### src/rtl/midi_voice_alloc.sv
// Polyphonic voice allocator: scans the voice bank one slot per cycle, then
// retriggers, allocates or steals the oldest voice, with sustain-pedal hold.
module midi_voice_alloc #(
  parameter int VOICES = 4,
  parameter int KEY_W  = 8,
  parameter int AGE_W  = 4,
  parameter int CNT_W  = 3
) (
  input  logic                      clk,
  input  logic                      rst,
  input  logic                      ev_valid,
  input  logic [KEY_W-1:0]          ev_key,
  input  logic [KEY_W-1:0]          ev_vel,
  output logic                      ev_ready,
  input  logic                      sustain,
  input  logic                      all_off,
  output logic [VOICES*KEY_W-1:0]   voice_key,
  output logic [VOICES*KEY_W-1:0]   voice_vel,
  output logic [VOICES-1:0]         voice_gate,
  output logic [VOICES-1:0]         voice_start,
  output logic [CNT_W-1:0]          active_count
);

  localparam int IDX_W = (VOICES > 1) ? $clog2(VOICES) : 1;
  localparam logic [AGE_W-1:0] AGE_MAX = {AGE_W{1'b1}};
  localparam logic [IDX_W-1:0] IDX_LAST = IDX_W'(VOICES - 1);

  typedef enum logic [1:0] {
    ST_IDLE   = 2'd0,
    ST_SCAN   = 2'd1,
    ST_COMMIT = 2'd2
  } state_e;

  state_e                    state_q, state_d;
  logic [IDX_W-1:0]          idx_q, idx_d;
  logic [KEY_W-1:0]          ev_key_q, ev_key_d;
  logic [KEY_W-1:0]          ev_vel_q, ev_vel_d;
  logic                      match_found_q, match_found_d;
  logic [IDX_W-1:0]          match_idx_q, match_idx_d;
  logic                      free_found_q, free_found_d;
  logic [IDX_W-1:0]          free_idx_q, free_idx_d;
  logic                      old_found_q, old_found_d;
  logic [IDX_W-1:0]          old_idx_q, old_idx_d;
  logic [AGE_W-1:0]          old_age_q, old_age_d;
  logic [VOICES*KEY_W-1:0]   key_q, key_d;
  logic [VOICES*KEY_W-1:0]   vel_q, vel_d;
  logic [VOICES*AGE_W-1:0]   age_q, age_d;
  logic [VOICES-1:0]         gate_q, gate_d;
  logic [VOICES-1:0]         held_q, held_d;
  logic [VOICES-1:0]         start_q, start_d;
  logic [CNT_W-1:0]          cnt_q, cnt_d;
  logic                      sus_q, sus_d;
  logic                      rel_pending_q, rel_pending_d;

  logic                      handshake_s;
  logic                      sus_fall_s;
  logic                      cur_gate_s;
  logic [KEY_W-1:0]          cur_key_s;
  logic [AGE_W-1:0]          cur_age_s;
  logic [IDX_W-1:0]          tgt_s;

  function automatic logic [CNT_W-1:0] popcount(input logic [VOICES-1:0] v);
    logic [CNT_W-1:0] c;
    c = {CNT_W{1'b0}};
    for (int i = 0; i < VOICES; i++) begin
      c = c + CNT_W'(v[i]);
    end
    return c;
  endfunction

  assign ev_ready     = (state_q == ST_IDLE) & ~rel_pending_q & ~all_off & ~rst;
  assign handshake_s  = ev_valid & ev_ready;
  assign sus_fall_s   = sus_q & ~sustain;
  assign voice_key    = key_q;
  assign voice_vel    = vel_q;
  assign voice_gate   = gate_q;
  assign voice_start  = start_q;
  assign active_count = cnt_q;

  always_comb begin
    state_d       = state_q;
    idx_d         = idx_q;
    ev_key_d      = ev_key_q;
    ev_vel_d      = ev_vel_q;
    match_found_d = match_found_q;
    match_idx_d   = match_idx_q;
    free_found_d  = free_found_q;
    free_idx_d    = free_idx_q;
    old_found_d   = old_found_q;
    old_idx_d     = old_idx_q;
    old_age_d     = old_age_q;
    key_d         = key_q;
    vel_d         = vel_q;
    age_d         = age_q;
    gate_d        = gate_q;
    held_d        = held_q;
    start_d       = {VOICES{1'b0}};
    sus_d         = sustain;
    rel_pending_d = rel_pending_q | sus_fall_s;
    cur_gate_s    = gate_q[idx_q];
    cur_key_s     = key_q[idx_q*KEY_W +: KEY_W];
    cur_age_s     = age_q[idx_q*AGE_W +: AGE_W];
    tgt_s         = {IDX_W{1'b0}};

    // Panic clear: key/vel stay, everything that makes a voice sound drops.
    if (all_off) begin
      state_d       = ST_IDLE;
      gate_d        = {VOICES{1'b0}};
      held_d        = {VOICES{1'b0}};
      age_d         = {(VOICES*AGE_W){1'b0}};
      rel_pending_d = 1'b0;
    end else begin
      case (state_q)
        ST_IDLE: begin
          if (rel_pending_q) begin
            gate_d        = gate_q & ~held_q;
            held_d        = {VOICES{1'b0}};
            rel_pending_d = sus_fall_s;
          end else if (handshake_s) begin
            ev_key_d      = ev_key;
            ev_vel_d      = ev_vel;
            idx_d         = {IDX_W{1'b0}};
            match_found_d = 1'b0;
            free_found_d  = 1'b0;
            old_found_d   = 1'b0;
            old_age_d     = {AGE_W{1'b0}};
            state_d       = ST_SCAN;
          end else begin
            state_d = ST_IDLE;
          end
        end
        ST_SCAN: begin
          if (cur_gate_s && (cur_key_s == ev_key_q) && !match_found_q) begin
            match_found_d = 1'b1;
            match_idx_d   = idx_q;
          end else begin
            match_found_d = match_found_q;
          end
          if (!cur_gate_s && !free_found_q) begin
            free_found_d = 1'b1;
            free_idx_d   = idx_q;
          end else begin
            free_found_d = free_found_q;
          end
          // Strict compare keeps the lowest index on equal ages.
          if (cur_gate_s && (!old_found_q || (cur_age_s > old_age_q))) begin
            old_found_d = 1'b1;
            old_idx_d   = idx_q;
            old_age_d   = cur_age_s;
          end else begin
            old_found_d = old_found_q;
          end
          if (idx_q == IDX_LAST) begin
            state_d = ST_COMMIT;
          end else begin
            idx_d = idx_q + 1'b1;
          end
        end
        ST_COMMIT: begin
          state_d = ST_IDLE;
          if (ev_vel_q != {KEY_W{1'b0}}) begin
            tgt_s = match_found_q ? match_idx_q : (free_found_q ? free_idx_q : old_idx_q);
            for (int i = 0; i < VOICES; i++) begin
              if (IDX_W'(i) == tgt_s) begin
                key_d[i*KEY_W +: KEY_W] = ev_key_q;
                vel_d[i*KEY_W +: KEY_W] = ev_vel_q;
                age_d[i*AGE_W +: AGE_W] = {AGE_W{1'b0}};
                gate_d[i]  = 1'b1;
                held_d[i]  = 1'b0;
                start_d[i] = 1'b1;
              end else if (gate_q[i] && (age_q[i*AGE_W +: AGE_W] != AGE_MAX)) begin
                age_d[i*AGE_W +: AGE_W] = age_q[i*AGE_W +: AGE_W] + 1'b1;
              end else begin
                age_d[i*AGE_W +: AGE_W] = age_q[i*AGE_W +: AGE_W];
              end
            end
          end else if (match_found_q) begin
            if (sus_q) begin
              held_d[match_idx_q] = 1'b1;
            end else begin
              gate_d[match_idx_q] = 1'b0;
              held_d[match_idx_q] = 1'b0;
            end
          end else begin
            state_d = ST_IDLE;
          end
        end
        default: begin
          state_d = ST_IDLE;
        end
      endcase
    end
    cnt_d = popcount(gate_d);
  end

  // State, voice bank and registered outputs.
  always_ff @(posedge clk) begin
    if (rst) begin
      state_q       <= ST_IDLE;
      idx_q         <= {IDX_W{1'b0}};
      ev_key_q      <= {KEY_W{1'b0}};
      ev_vel_q      <= {KEY_W{1'b0}};
      match_found_q <= 1'b0;
      match_idx_q   <= {IDX_W{1'b0}};
      free_found_q  <= 1'b0;
      free_idx_q    <= {IDX_W{1'b0}};
      old_found_q   <= 1'b0;
      old_idx_q     <= {IDX_W{1'b0}};
      old_age_q     <= {AGE_W{1'b0}};
      key_q         <= {(VOICES*KEY_W){1'b0}};
      vel_q         <= {(VOICES*KEY_W){1'b0}};
      age_q         <= {(VOICES*AGE_W){1'b0}};
      gate_q        <= {VOICES{1'b0}};
      held_q        <= {VOICES{1'b0}};
      start_q       <= {VOICES{1'b0}};
      cnt_q         <= {CNT_W{1'b0}};
      sus_q         <= 1'b0;
      rel_pending_q <= 1'b0;
    end else begin
      state_q       <= state_d;
      idx_q         <= idx_d;
      ev_key_q      <= ev_key_d;
      ev_vel_q      <= ev_vel_d;
      match_found_q <= match_found_d;
      match_idx_q   <= match_idx_d;
      free_found_q  <= free_found_d;
      free_idx_q    <= free_idx_d;
      old_found_q   <= old_found_d;
      old_idx_q     <= old_idx_d;
      old_age_q     <= old_age_d;
      key_q         <= key_d;
      vel_q         <= vel_d;
      age_q         <= age_d;
      gate_q        <= gate_d;
      held_q        <= held_d;
      start_q       <= start_d;
      cnt_q         <= cnt_d;
      sus_q         <= sus_d;
      rel_pending_q <= rel_pending_d;
    end
  end

endmodule

### config.mk
export PLATFORM = sky130hd
export DESIGN_NAME = midi_voice_alloc
export DESIGN_NICKNAME = d
export VERILOG_FILES = /design/src/rtl/midi_voice_alloc.sv
export SDC_FILE = /design/constraint.sdc
export NUM_CORES = 1
export LEC_CHECK = 0
export ABC_AREA = 1
export BUFFER_PORTS_ARGS = -buffer_cell sky130_fd_sc_hd__buf_2
export CORE_MARGIN = 2
export CORE_UTILIZATION = 43
export DETAILED_ROUTE_END_ITERATION = 16
export GPL_ROUTABILITY_DRIVEN = 1
export PLACE_DENSITY = 0.66
export SETUP_SLACK_MARGIN = 0.3
export SLEW_MARGIN = 20
export SYNTH_ARGS = -nofsm -noshare
export SYNTH_HDL_FRONTEND = slang
export SYNTH_SLANG_ARGS = --single-unit
### constraint.sdc
create_clock -name clk -period 2.37 [get_ports clk]
set_input_delay 0.474 -clock clk [delete_from_list [all_inputs] [get_ports clk]]
set_output_delay 0.474 -clock clk [all_outputs]
set_load 0.01 [all_outputs]
==> metrics, run 1 <==
status=complete, no violations; setup TNS=0 ns; CP Depth=14; Reg2Reg Depth=14; largest net degree at the start of global routing=88; top cells by area, synth=dfxtp_1, a21oi_1, nand2_1; Data required, critical path=2.73 ns; die height=121 um; Sw Pwr=1.28 mW; Area growth syn-to-layout=26.3%; GRT overflow=0; Logic pwr share=4.4%; worst slew pin tran=0.499 ns; max incr delay on CP=0.56 ns; RSZ-0062 raised after global routing=yes; placed cell count=1034; Placement Rows=42; DP HPWL=10500 um; CTS max path bufs=2; vias per cell=5.17; clock power share=50.8%; Clock Skews=0.0118 ns; max-slew violation count=0; WP data arrival=2.65 ns; worst hold path type=input pin to flip-flop; Distinct cells, synth=42; Die Footprint=14700 um^2; vias in the first global route=5053; DRC errors left=0; setup violators final=0; highest-delay cell along the critical path=fa_1; Syn Area/Cell=7.72 um^2; ANT cells=0; P_int=3.66 mW; Slew headroom=66.6%; worst path bufs/invs=4; VDD IR max=0.474 mV; Post-DP Area=6660 um^2; most area-hungry cell type in the Yosys netlist=dfxtp_1; wire per inst=14.8 um; launching point of the worst reg2reg path=match_found_q; synth cell count leaders=dfxtp_1, nand2_1, a21oi_1; final hold vios=0; first-pass GRT wire length=24900 um; Mapped Cells=768; Chip Width=121 um; syn_nets=801; Hold Buf Count CTS=0; Leak=3.28 nW; crit-path cells=inv_4 -> nand3_2 -> o21ai_4 -> inv_2 -> nor2_4 -> nand2_4 -> nand2_2 -> nand4_1 -> fa_1 -> inv_2 -> ha_4 -> ha_4 -> inv_1 -> nor2_1; vias post-DR=5572; gr usage total=21.5%; Starting Density=44.4%; WS Path Type=flip-flop to flip-flop; Flop pwr share=44.8%; min-delay src=sustain; EDFF count, synth=0; Iter 0 DRT Violations=334; Skew-Pair Late Insertion Delay=0.43 ns; Final Cycle Share=96.4%; min Tclk post-route=2.28 ns; Non-Filler Instances=1077; total power=4.94 mW; CP max FO=6; total clock sinks=130; count leader, synth=dfxtp_1; DR pass1 iterations=5; Main synth FF type=dfxtp_1; I/O Buffers=96; CTS buffer count=17; share of cells above drive strength 1=29.0%; maximum capacitance violations=0; Routed Antenna Nets=0; Post-synth ARST share=0%; Post-Route WL=16000 um; Warnings, synthesis=0; clk slew on worst S/H paths=0.06 ns; CP endpoint kind=flip-flop; crit-path leading delay family=adder cells; Yosys top cell area share=43.9%; pwr/cell area=660 nW/um^2; core area=13300 um^2; CP Launch Type=flip-flop; clk root buf=clkbuf_16; GPL Wtd Cong=0.918; Max H-tree Level=4; Hold Crit Depth=3; fin nets=921; CTS tree=built; switching share of power=25.9%; initial antenna violation count=0; Syn Std Cell Area=5930 um^2; Setup crit start=match_found_q; fmax=438 MHz; final instance area=7490 um^2; # IOs=97; Yosys reg bits=130; register area share after synthesis=43.9%
[layout make-up]
class,instances,area (um^2)
flip-flops and latches,130,2620
fillers,1290,5860
repair buffers,139,827
multi-input cells,525,2950
clock inverters,15,138
inverters,75,310
clock buffers,17,425
well taps,176,220
[path summary, 6_finish.rpt]
path                      to  slack, ns
max          active_count[1]       0.09
max reg2reg  active_count[1]       0.09
min                    sus_q       0.26
min reg2reg     old_idx_q[0]       0.45
[kinds of logic (layout without fill, tap and decap cells)]
kind of cell	count (synthesis)	count (layout)	share of synthesized area, %
flip-flops	130	130	43.9
buffers and inverters	114	246	9.27
adder cells (fa/ha/maj)	12	12	2.66
XOR/XNOR	1	1	0.148
AND/OR/NAND/NOR	274	275	22.8
multiplexers	2	2	0.359
AO/OA/AOI/OAI	235	235	20.8
[layer usage]
| layer | track usage, % | vias to the layer above | share of wire [%] |
|---|---|---|---|
| li1 | - | 2827 | - |
| met1 | 27.5 | 2576 | 46 |
| met2 | 35.3 | 148 | 46 |
| met3 | 6.39 | 21 | 5.9 |
| met4 | 5.75 | 0 | 1.4 |
| met5 | 0 | - | 0 |
[stage by stage]
| stage | utilization [%] | worst slack, ns | hold WS (ns) |
|---|---|---|---|
| after floorplan | - | 0.0787 | 0.424 |
| after global placement | 49.9 | 0.0586 | 0.438 |
| after detailed placement | 49.9 | -0.00390 | 0.440 |
| after CTS | 54.8 | 0.0653 | 0.253 |
| after global routing | 56.1 | -0.0455 | 0.280 |
| final | 56.1 | 0.0860 | 0.263 |
[cell usage in the layout (no fill, tap or decap), types with 13 or more instances in the layout]
cell	instances
a21oi_1	109
buf_2	96
buf_4	39
clkbuf_16	17
dfxtp_1	120
inv_1	56
inv_2	13
nand2_1	120
nand3_1	39
nand4_1	14
nor2_1	48
o21ai_0	49
o21ai_1	53
[sequential cells by signal, indices dropped and copies added, names as in the netlist, 2 cells and up]
name,flops
active_count,3
age_q,16
ev_key_q,8
ev_vel_q,8
free_idx_q,2
held_q,4
idx_q,2
match_idx_q,2
old_age_q,4
old_idx_q,2
state_q,2
voice_gate,4
voice_key,32
voice_start,4
voice_vel,32
[worst register-to-register path, delay by kind of cell, from the launching register on]
family / cells / cell delay (ns)
AO/OA/AOI/OAI: 1 / 0.10
adder cells (fa/ha/maj): 3 / 0.97
buffers and inverters: 4 / 0.27
flip-flops: 1 / 0.33
AND/OR/NAND/NOR: 6 / 0.57
[power groups by stage]
stage | clock network (mW) | registers (mW) | logic [mW]
finish | 2.51 | 2.21 | 0.218
global route | 2.64 | 2.21 | 0.241
CTS | 2.53 | 2.21 | 0.214
detailed placement | 0 | 2.26 | 0.213
global placement | 0 | 2.26 | 0.213
floorplan | 0 | 2.26 | 0.141
[timing repair]
| action | in CTS | in global routing |
|---|---|---|
| cloned | 0 | 1 |
| setup endpoints to repair | 10 | 14 |
| gates resized for setup | 11 | 40 |
| buffers inserted | 6 | 4 |
| pin swaps | 9 | 13 |
(Power assumes the default switching activity.)
==> inputs of run 2 (changes only) <==
--- a/config.mk
+++ b/config.mk
@@ -9,10 +9,13 @@
 export BUFFER_PORTS_ARGS = -buffer_cell sky130_fd_sc_hd__buf_2
 export CORE_MARGIN = 2
 export CORE_UTILIZATION = 43
+export CTS_BUF_LIST = sky130_fd_sc_hd__clkbuf_16
 export DETAILED_ROUTE_END_ITERATION = 16
 export GPL_ROUTABILITY_DRIVEN = 1
+export HOLD_SLACK_MARGIN = 0.1
 export PLACE_DENSITY = 0.66
 export SETUP_SLACK_MARGIN = 0.3
+export SKIP_LAST_GASP = 1
 export SLEW_MARGIN = 20
 export SYNTH_ARGS = -nofsm -noshare
 export SYNTH_HDL_FRONTEND = slang
==> metrics, run 2 (synthesis results as in run 1) <==
fin nets=921 (unchanged); switching share of power=25.8% (-0.099 points); Final WS setup=0.0915 ns (+0.00547 ns); highest-delay cell along the critical path=fa_1; Iter 0 DRT Violations=339 (+1.5%); GPL Wtd Cong=0.918 (unchanged); maximum capacitance violations=0 (unchanged); Fillers=1291 (+0.078%); I/O Buffers=96 (unchanged); worst slew pin tran=0.502 ns (+0.00229 ns); VDD IR max=0.469 mV (-1.0%); initial antenna violation count=0 (unchanged); vias per cell=5.17 (-0.11%); Post-Route WL=15900 um (-0.36%); # IOs=97 (unchanged); clk root buf=clkbuf_16; Data required, critical path=2.73 ns (about the same); clock power share=50.7% (about the same); Starting Density=44.4% (unchanged); Sw Pwr=1.27 mW (-0.51%); GRT overflow=0 (unchanged); min Tclk post-route=2.28 ns (-0.00547 ns); Logic pwr share=4.4% (about the same); Setup WS pre-CTS=-0.00390 ns (unchanged); final hold vios=0 (unchanged); DRC errors left=0 (unchanged); setup violators final=0 (unchanged); Max H-tree Level=4 (unchanged); Final Cycle Share=96.1% (-0.23 points); RSZ-0062 raised after global routing=yes; most frequent cells in the layout=nand2_1, dfxtp_1, a21oi_1; total power=4.93 mW (-0.13%); CTS buffer count=17 (unchanged); Slew headroom=66.5% (-0.15 points); total clock sinks=130 (unchanged); status=complete, no violations; Chip Width=121 um (unchanged); CP endpoint kind=flip-flop; Skew-Pair Late Insertion Delay=0.43 ns (about the same); Leak=3.28 nW (about the same); worst path bufs/invs=3 (-1); vias in the first global route=5053 (unchanged); Area growth syn-to-layout=26.0%; wire per inst=14.8 um (-0.36%); CP Launch Type=flip-flop; ANT cells=0 (unchanged); worst hold path type=input pin to flip-flop; crit-path leading delay family=adder cells; first-pass GRT wire length=24900 um (unchanged); CP max FO=5 (-1); max incr delay on CP=0.58 ns (+0.02 ns); Finished Core Util=56.0% (-0.11 points); max-slew violation count=0 (unchanged); CTS max path bufs=2 (unchanged); Hold Buf Count CTS=0 (unchanged); DP HPWL=10500 um (unchanged); vias post-DR=5566 (-0.11%); Non-Filler Instances=1077 (unchanged); Flop pwr share=44.9% (about the same); WP data arrival=2.64 ns (about the same); pwr/cell area=660 nW/um^2 (about the same); WS Path Type=flip-flop to flip-flop; Placement Rows=42 (unchanged); crit-path cells=inv_2 -> nand4_1 -> nor2_4 -> nor2_4 -> nand2_4 -> nand2_1 -> nand4_1 -> fa_1 -> inv_2 -> ha_4 -> ha_4 -> inv_1 -> nor2_1; placed cell count=1034 (unchanged); Clock Skews=0.0118 ns (+0.000000600 ns); clk slew on worst S/H paths=0.06 ns (about the same); gr usage total=21.5% (unchanged); Routed Antenna Nets=0 (unchanged); DR pass1 iterations=4 (-1); P_int=3.66 mW (about the same); CTS tree=built; Die Footprint=14700 um^2 (unchanged); die height=121 um (unchanged); fmax=439 MHz (+0.24%); core area=13300 um^2 (unchanged); largest net degree at the start of global routing=88 (unchanged); share of cells above drive strength 1=28.7% (-0.22 points)
run 2: routing by layer:
layer	track usage [%]	share of wire, %
met5	0	0
met4	5.75	1.3
met3	6.39	6.0
met2	35.3	47
met1	27.5	46
run 2: path summary, 6_finish.rpt:
path	startpoint	to	slack (ns)	cells after the start
setup / recovery	ev_vel_q[0]	active_count[1]	0.09	13
hold / removal	sustain	sus_q	0.26	3
setup reg to reg	ev_vel_q[0]	active_count[1]	0.09	13
hold reg to reg	old_idx_q[0]	old_idx_q[0]	0.45	2
run 2: power groups by stage:
| stage | combinational, mW | clock (mW) | sequential (mW) |
|---|---|---|---|
| 2_1_floorplan | 0.141 | 0 | 2.26 |
| 3_3_place_gp | 0.213 | 0 | 2.26 |
| 3_5_place_dp | 0.213 | 0 | 2.26 |
| 4_1_cts | 0.214 | 2.53 | 2.21 |
| 5_1_grt | 0.241 | 2.64 | 2.21 |
| 6_report | 0.218 | 2.50 | 2.21 |
run 2: cell type report:
type,count,area (um^2),area share [%]
Multi-Input combinational cell,525,2940,39.3
Sequential cell,130,2620,35.1
Timing Repair Buffer,139,827,11.1
Clock buffer,17,425,5.69
Inverter,75,305,4.09
Tap cell,176,220,2.95
Clock inverter,15,138,1.84
run 2: timing repair:
item	CTS	global route
resized for setup	11	37
endpoints found under the setup margin	10	14
setup buffers	6	4
cloned	0	1
pin swaps	9	12
run 2: worst register-to-register path: cells and delay by family, from the launching register on:
family	cells	cell delay, ns
AND/OR/NAND/NOR	7	0.77
flip-flops	1	0.33
adder cells (fa/ha/maj)	3	0.99
buffers and inverters	3	0.12
run 2: per-stage QoR:
stage                     instance area (um^2)  setup TNS [ns]  hold slack (ns)
final                                     7470               0            0.262
after CTS                                 7310               0            0.253
after floorplan                           5980               0            0.424
after detailed placement                  6660        -0.00390            0.440
after global placement                    6660               0            0.438
after global routing                      7470         -0.0456            0.280
